File: src/rtl/block_to_raster_if.sv
// Block-row in / raster-line out bus of the decoder back end.
//   in_valid/in_data/in_sob/in_eob/in_sof : one 8-pixel block row per beat
//   out_valid/out_data/out_sol/out_eol/out_sof : one 8-pixel slice of an image line
//   err : sticky protocol error flag
// master = the side that drives input beats and observes output;
// slave  = block_to_raster itself.
interface block_to_raster_if #(parameter int W = 8);
    logic              in_valid;
    logic [7:0][W-1:0] in_data;
    logic              in_sob;
    logic              in_eob;
    logic              in_sof;
    logic              out_valid;
    logic [7:0][W-1:0] out_data;
    logic              out_sol;
    logic              out_eol;
    logic              out_sof;
    logic              err;

    modport master (
        output in_valid, in_data, in_sob, in_eob, in_sof,
        input  out_valid, out_data, out_sol, out_eol, out_sof, err
    );
    modport slave (
        input  in_valid, in_data, in_sob, in_eob, in_sof,
        output out_valid, out_data, out_sol, out_eol, out_sof, err
    );
endinterface

File: src/rtl/block_to_raster.sv
// block_to_raster: collects strips of BLK_PER_LINE 8x8 blocks (8 row beats each)
// into a double-buffered strip memory and replays each strip in raster order:
// 8 image lines, each BLK_PER_LINE beats of 8 pixels.
// Ports:
//   clk    : clock, rising edge
//   rst_n  : async active-low reset (released synchronously inside)
//   bus    : block_to_raster_if.slave (block-row input, raster output, err)
module block_to_raster #(
    parameter int W            = 8,
    parameter int BLK_PER_LINE = 4
) (
    input  logic                  clk,
    input  logic                  rst_n,
    block_to_raster_if.slave      bus
);
    localparam int BW    = (BLK_PER_LINE > 1) ? $clog2(BLK_PER_LINE) : 1;
    localparam int WORDS = 16 * BLK_PER_LINE;
    localparam int AW    = $clog2(WORDS);
    localparam logic [BW-1:0] LAST = BW'(BLK_PER_LINE - 1);

    typedef enum logic {IDLE, STREAM} state_t;

    // word address of [bank][row][blk]
    function automatic logic [AW-1:0] addr(input logic bank, input logic [2:0] row,
                                           input logic [BW-1:0] blk);
        return AW'(bank) * AW'(8 * BLK_PER_LINE) + AW'(row) * AW'(BLK_PER_LINE) + AW'(blk);
    endfunction

    // reset: asserted asynchronously, released on a clock edge
    logic [1:0] rst_sync;
    logic       srst_n;
    always_ff @(posedge clk or negedge rst_n) begin
        if (!rst_n) rst_sync <= '0;
        else        rst_sync <= {rst_sync[0], 1'b1};
    end
    assign srst_n = rst_sync[1];

    logic [7:0][W-1:0] mem [WORDS];

    // write side
    logic          wr_bank;
    logic [BW-1:0] wr_blk;
    logic [2:0]    wr_row;
    logic [1:0]    full;
    logic [1:0]    sof_tag;
    logic          err_q;

    // read side
    state_t            state;
    logic              rd_bank;
    logic [BW-1:0]     rd_blk;
    logic [2:0]        rd_row;
    logic              out_valid_q, out_sol_q, out_eol_q, out_sof_q;
    logic [7:0][W-1:0] out_data_q;

    logic [2:0]    eff_row;
    logic [BW-1:0] eff_blk;
    logic          rd_drain, wr_blocked, wr_en, wr_done;

    always_comb begin
        eff_row    = bus.in_sob ? 3'd0 : wr_row;
        eff_blk    = (bus.in_sob && bus.in_sof) ? '0 : wr_blk;
        rd_drain   = (state == STREAM) && (rd_row == 3'd7) && (rd_blk == LAST);
        // The bank whose last word is read this cycle may already take the first
        // word of the next strip: it lands at a different address on the same edge.
        wr_blocked = full[wr_bank] && !(rd_drain && (rd_bank == wr_bank));
        wr_en      = bus.in_valid && !wr_blocked;
        wr_done    = wr_en && (eff_row == 3'd7) && (eff_blk == LAST);
    end

    always_ff @(posedge clk) begin
        if (wr_en) mem[addr(wr_bank, eff_row, eff_blk)] <= bus.in_data;
    end

    always_ff @(posedge clk or negedge srst_n) begin
        if (!srst_n) begin
            wr_bank <= 1'b0;
            wr_blk  <= '0;
            wr_row  <= 3'd0;
            full    <= 2'b00;
            sof_tag <= 2'b00;
            err_q   <= 1'b0;
        end else begin
            if (bus.in_valid && wr_blocked) err_q <= 1'b1;
            if (wr_en) begin
                // sob while the previous block is still open: that slot restarts
                if (bus.in_sob && (wr_row != 3'd0)) err_q <= 1'b1;
                if (bus.in_eob != (eff_row == 3'd7)) err_q <= 1'b1;
                if (bus.in_sob && (eff_blk == '0)) sof_tag[wr_bank] <= bus.in_sof;
                if (eff_row == 3'd7) begin
                    wr_row <= 3'd0;
                    if (eff_blk == LAST) begin
                        wr_blk  <= '0;
                        wr_bank <= ~wr_bank;
                    end else begin
                        wr_blk <= eff_blk + BW'(1);
                    end
                end else begin
                    // early eob: block slot is rewritten from row 0
                    wr_row <= bus.in_eob ? 3'd0 : eff_row + 3'd1;
                    wr_blk <= eff_blk;
                end
            end
            // clear before set: a set of the same bank must win
            if (rd_drain) full[rd_bank] <= 1'b0;
            if (wr_done)  full[wr_bank] <= 1'b1;
        end
    end

    always_ff @(posedge clk or negedge srst_n) begin
        if (!srst_n) begin
            state       <= IDLE;
            rd_bank     <= 1'b0;
            rd_blk      <= '0;
            rd_row      <= 3'd0;
            out_valid_q <= 1'b0;
            out_sol_q   <= 1'b0;
            out_eol_q   <= 1'b0;
            out_sof_q   <= 1'b0;
            out_data_q  <= '0;
        end else begin
            out_valid_q <= 1'b0;
            out_sol_q   <= 1'b0;
            out_eol_q   <= 1'b0;
            out_sof_q   <= 1'b0;
            case (state)
                IDLE: begin
                    rd_row <= 3'd0;
                    rd_blk <= '0;
                    if (full[rd_bank]) state <= STREAM;
                end
                STREAM: begin
                    out_valid_q <= 1'b1;
                    out_data_q  <= mem[addr(rd_bank, rd_row, rd_blk)];
                    out_sol_q   <= (rd_blk == '0);
                    out_eol_q   <= (rd_blk == LAST);
                    out_sof_q   <= sof_tag[rd_bank] && (rd_row == 3'd0) && (rd_blk == '0);
                    if (rd_blk == LAST) begin
                        rd_blk <= '0;
                        if (rd_row == 3'd7) begin
                            rd_row  <= 3'd0;
                            rd_bank <= ~rd_bank;
                            // next strip ready now (or completing this edge): no gap
                            if (!(full[~rd_bank] || wr_done)) state <= IDLE;
                        end else begin
                            rd_row <= rd_row + 3'd1;
                        end
                    end else begin
                        rd_blk <= rd_blk + BW'(1);
                    end
                end
                default: state <= IDLE;
            endcase
        end
    end

    assign bus.out_valid = out_valid_q;
    assign bus.out_data  = out_data_q;
    assign bus.out_sol   = out_sol_q;
    assign bus.out_eol   = out_eol_q;
    assign bus.out_sof   = out_sof_q;
    assign bus.err       = err_q;
endmodule

File: src/flat_wrapper.sv
// flat-port wrapper written by rule: the top's interface ports become plain ports
module block_to_raster_flat 
#(
    parameter int W            = 8,
    parameter int BLK_PER_LINE = 4
)
  (clk, rst_n, bus_in_valid, bus_in_data, bus_in_sob, bus_in_eob, bus_in_sof, bus_out_valid, bus_out_data, bus_out_sol, bus_out_eol, bus_out_sof, bus_err);
  block_to_raster_if #(.W(W)) bus_i ();
  input  logic clk;
  input  logic rst_n;
  input wire logic [$bits(bus_i.in_valid)-1:0] bus_in_valid;
  input wire logic [$bits(bus_i.in_data)-1:0] bus_in_data;
  input wire logic [$bits(bus_i.in_sob)-1:0] bus_in_sob;
  input wire logic [$bits(bus_i.in_eob)-1:0] bus_in_eob;
  input wire logic [$bits(bus_i.in_sof)-1:0] bus_in_sof;
  output wire logic [$bits(bus_i.out_valid)-1:0] bus_out_valid;
  output wire logic [$bits(bus_i.out_data)-1:0] bus_out_data;
  output wire logic [$bits(bus_i.out_sol)-1:0] bus_out_sol;
  output wire logic [$bits(bus_i.out_eol)-1:0] bus_out_eol;
  output wire logic [$bits(bus_i.out_sof)-1:0] bus_out_sof;
  output wire logic [$bits(bus_i.err)-1:0] bus_err;
  assign bus_i.in_valid = bus_in_valid;
  assign bus_i.in_data = bus_in_data;
  assign bus_i.in_sob = bus_in_sob;
  assign bus_i.in_eob = bus_in_eob;
  assign bus_i.in_sof = bus_in_sof;
  assign bus_out_valid = bus_i.out_valid;
  assign bus_out_data = bus_i.out_data;
  assign bus_out_sol = bus_i.out_sol;
  assign bus_out_eol = bus_i.out_eol;
  assign bus_out_sof = bus_i.out_sof;
  assign bus_err = bus_i.err;
  block_to_raster #(.W(W), .BLK_PER_LINE(BLK_PER_LINE)) u_core (.clk(clk), .rst_n(rst_n), .bus(bus_i));
endmodule
File: config.mk
export PLATFORM = sky130hd
export DESIGN_NAME = block_to_raster_flat
export DESIGN_NICKNAME = d
export VERILOG_FILES = /design/src/rtl/block_to_raster_if.sv /design/src/rtl/block_to_raster.sv /design/src/flat_wrapper.sv
export SDC_FILE = /design/constraint.sdc
export NUM_CORES = 2
export LEC_CHECK = 0
export CORE_MARGIN = 10
export CORE_UTILIZATION = 30
export DETAILED_ROUTE_END_ITERATION = 6
export REMOVE_ABC_BUFFERS = 1
export SETUP_SLACK_MARGIN = 0.3
export SYNTH_ARGS = -nofsm -noshare
export SYNTH_HDL_FRONTEND = slang
export SYNTH_SLANG_ARGS = --single-unit
File: constraint.sdc
create_clock -name clk -period 3.55 [get_ports clk]
set_clock_uncertainty 0.1 [all_clocks]
set_input_delay 1.065 -clock clk [delete_from_list [all_inputs] [get_ports clk]]
set_output_delay 1.065 -clock clk [all_outputs]
set_load 0.05 [all_outputs]
==> run metrics <==
outcome=finished, final reports clean; Crit path required time=roughly 4.3 ns; Setup WS post-layout=~0.30 ns; layout cells sized above 1=27.0%; hold_buf cts=0; first-pass GRT wire length=slightly below 700,000 um; PwrDens=between 500 and 600 nW/um^2; total area of sequential cells=~130,000 um^2; Initial Util=a little under a third; Synth Instances=roughly 7,600; Tcrit/Tclk final=91.5%; crit path kind=reg2reg; Max Fclk=slightly above 0.3 GHz; nets=8,649; antenna viol nets, final=0; Flop pwr share=approximately 54%; Max Fanout on Critical Path=39; number of global-route vias before repair=82,300; Worst-path clk slew=roughly 0.060 ns; final setup fails=0; root buffer cell=clkbuf_16; area post-placement=approximately 180,000 um^2; fin util=between 30% and 40%; post-layout instance count excluding filler cells=15,900; sequential element share of the synthesized area=just under 80%; commonest non-fill, non-tap cells in the layout=4,096 x edfxtp_1, 835 x mux2i_1, 646 x buf_4, 576 x mux4_2, 422 x clkbuf_16; Cell Chain, Critical Path=buf_16, buf_12, mux4_2, a22oi_1, nand2_2, a221o_1; Worst Path Buf+Inv=2; maximum vdd drop=0.476 mV; Clock Sinks=roughly 4,200; Yosys reg bits=roughly 4,200; minimum clock period=~3.2 ns; number of vias per cell=about 5.3; grt ovf=0; P_int=80.0 mW; max incr delay on CP=0.56 ns; initial antenna violation count=a little over 70; Fin Setup TNS=0 ns; TritonCTS buffer count=between 400 and 500; # DRC=0; top post-synthesis cells by area=edfxtp_1 77%, mux4_2 8.2%, mux2i_1 5.3%, a22oi_1 1.8%, dfrtp_1 1.4%; Rows=roughly 270; CP startpoint kind=register; HP Class=reg2async; width of the die=747 um; syn avg cell area=21.0 um^2; die height=roughly 750 um; synthesis-to-finish area growth=20.8%; Slowest cell on crit path=mux4_2; input/output buffers=approximately 140; post-DP HPWL=323,000 um; commonest non-fill, non-tap cell in the layout=edfxtp_1; routability cong.=0.877; Worst Setup End Kind=register; Gate power share=approximately 1.5%; largest net degree at the start of global routing=about 120; Psw=20.3 mW; total I/O pin count=139; FILL cells=approximately 48,000; RSZ-0062 raised after global routing=true; CP arrival=~4 ns; Synth cell types=43; initial DRC count=around 12,000; Fin Hold WS=approximately 0.11 ns; multi-input logic area=around 32,000 um^2; clock latency on the worst-skew pair=1.00 ns; Max transition margin=between 20% and 30%; GRT Total Usage=16.9%; Clk pwr share=44.3%; largest area contributor in the netlist=edfxtp_1; clock buffer depth=4; DRT Pass-1 Iters=6; CP delay by family, top=compound AO/OA/AOI/OAI gates; DR vias=approximately 84,000; TritonCTS clock tree=built; Final Hold Viols=0; Mapped Area=between 150,000 and 200,000 um^2; Synth warnings=0; routed len/inst=approximately 31 um; Pleak=57.8 nW; total design power=roughly 100 mW; die area=around 560,000 um^2; DRT Wirelength=approximately 500,000 um; H-tree levels=5; core box area=528,000 um^2; worst-margin pin slew=about 1.1 ns; maxcap violations=0; Placement Setup Slack=-0.453 ns; Sw Ratio=20.2%; Yosys top cell area share=a little under 80%; fin area=approximately 190,000 um^2; Placed Cells=~15,000; max-slew violations=0
==> per-layer routing <==
metal / up-vias / track usage (%) / wire length (um)
met5: - / 0 / 205
met4: 30 / 5.61 / 18600
met3: 792 / 3.53 / 49800
met2: 4939 / 26.5 / 228000
met1: 44600 / 23.3 / 196000
li1: 33900 / - / -
==> registers in the layout, summed over array words and instances (netlist names), 2 cells and up <==
| name | count |
|---|---|
| u_core.full | 2 |
| u_core.wr_row | 3 |
| u_core.sof_tag | 2 |
| u_core.wr_blk | 2 |
| u_core.rd_row | 3 |
| u_core.rst_sync | 2 |
| u_core.rd_blk | 2 |
| u_core.bus.out_data | 64 |
| u_core.mem | 4096 |
==> synth_stat cells (all sizes together) <==
cell / n
nor4: 64
clkbuf: 188
o211ai: 1
o31ai: 2
a22oi: 384
inv: 10
nor2b: 5
mux2: 66
o221ai: 65
nand2: 215
mux2i: 835
or2: 1
a21o: 1
nand3b: 1
nand2b: 68
nor3b: 1
nor3: 50
conb: 1
a221oi: 64
ha: 9
and2: 5
a21oi: 1
nor2: 29
nand3: 78
edfxtp: 4096
xnor2: 4
and3: 1
dfrtp: 88
a32oi: 64
o2111ai: 1
nand4: 1
nor4bb: 1
or3: 3
o22ai: 129
and4b: 1
o21ai: 137
buf: 254
a221o: 64
mux4: 576
o21bai: 1
==> what timing repair did <==
item,4_1_cts,5_1_grt
cloned,0,3
endpoints found under the setup margin,525,752
resized for setup,241,32
setup buffers,0,21
pin swaps,0,7
==> final timing paths <==
| path | from | endpoint | slack (ns) | depth (start not counted) |
|---|---|---|---|---|
| max | u_core.rd_blk[0]$_DFF_PN0_ | u_core.bus.out_data[2]$_DFFE_PN0P_ | 0.30 | 6 |
| min | u_core.rst_sync[1]$_DFF_PN0_ | u_core.rd_bank$_DFFE_PN0P_ | 0.11 | 0 |
| max reg2reg | u_core.rd_blk[0]$_DFF_PN0_ | u_core.bus.out_data[2]$_DFFE_PN0P_ | 0.30 | 6 |
| min reg2reg | u_core.rst_sync[1]$_DFF_PN0_ | u_core.rd_bank$_DFFE_PN0P_ | 0.11 | 0 |
| max in group asynchronous | u_core.rst_sync[1]$_DFF_PN0_ | u_core.bus.out_data[51]$_DFFE_PN0P_ | 2.23 | 1 |
| min in group clk | u_core.rst_sync[0]$_DFF_PN0_ | u_core.rst_sync[1]$_DFF_PN0_ | 0.25 | 0 |
==> area by class of cell <==
cell class | instances | area share [%]
multi-input cells | 2929 | 16.8
repair buffers | 1030 | 6.14
flip-flops and latches | 4184 | 65.3
diodes | 26 | 0.0339
inverters | 10 | 0.0196
clock inverters | 245 | 1.44
well taps | 6994 | 4.56
clock buffers | 524 | 5.74
==> kinds of logic after synthesis <==
family	after synthesis	synth area share (%)
AND/OR/NAND/NOR	524	1.59
adder cells (fa/ha/maj)	9	0.0709
multiplexers	1477	13.9
other	1	0.00236
XOR/XNOR	4	0.0221
buffers and inverters	452	1.29
flip-flops	4184	78.9
AO/OA/AOI/OAI	914	4.26
==> power by group through the flow <==
stage | Combinational, mW | Sequential, mW | Clock, mW
after floorplan | 0.138 | 55.4 | 0
after global placement | 1.48 | 55.4 | 0
after detailed placement | 1.53 | 55.4 | 0
after CTS | 1.53 | 54.3 | 45.0
after global routing | 1.59 | 54.3 | 46.9
final | 1.53 | 54.3 | 44.4
(Power assumes the default switching activity.)
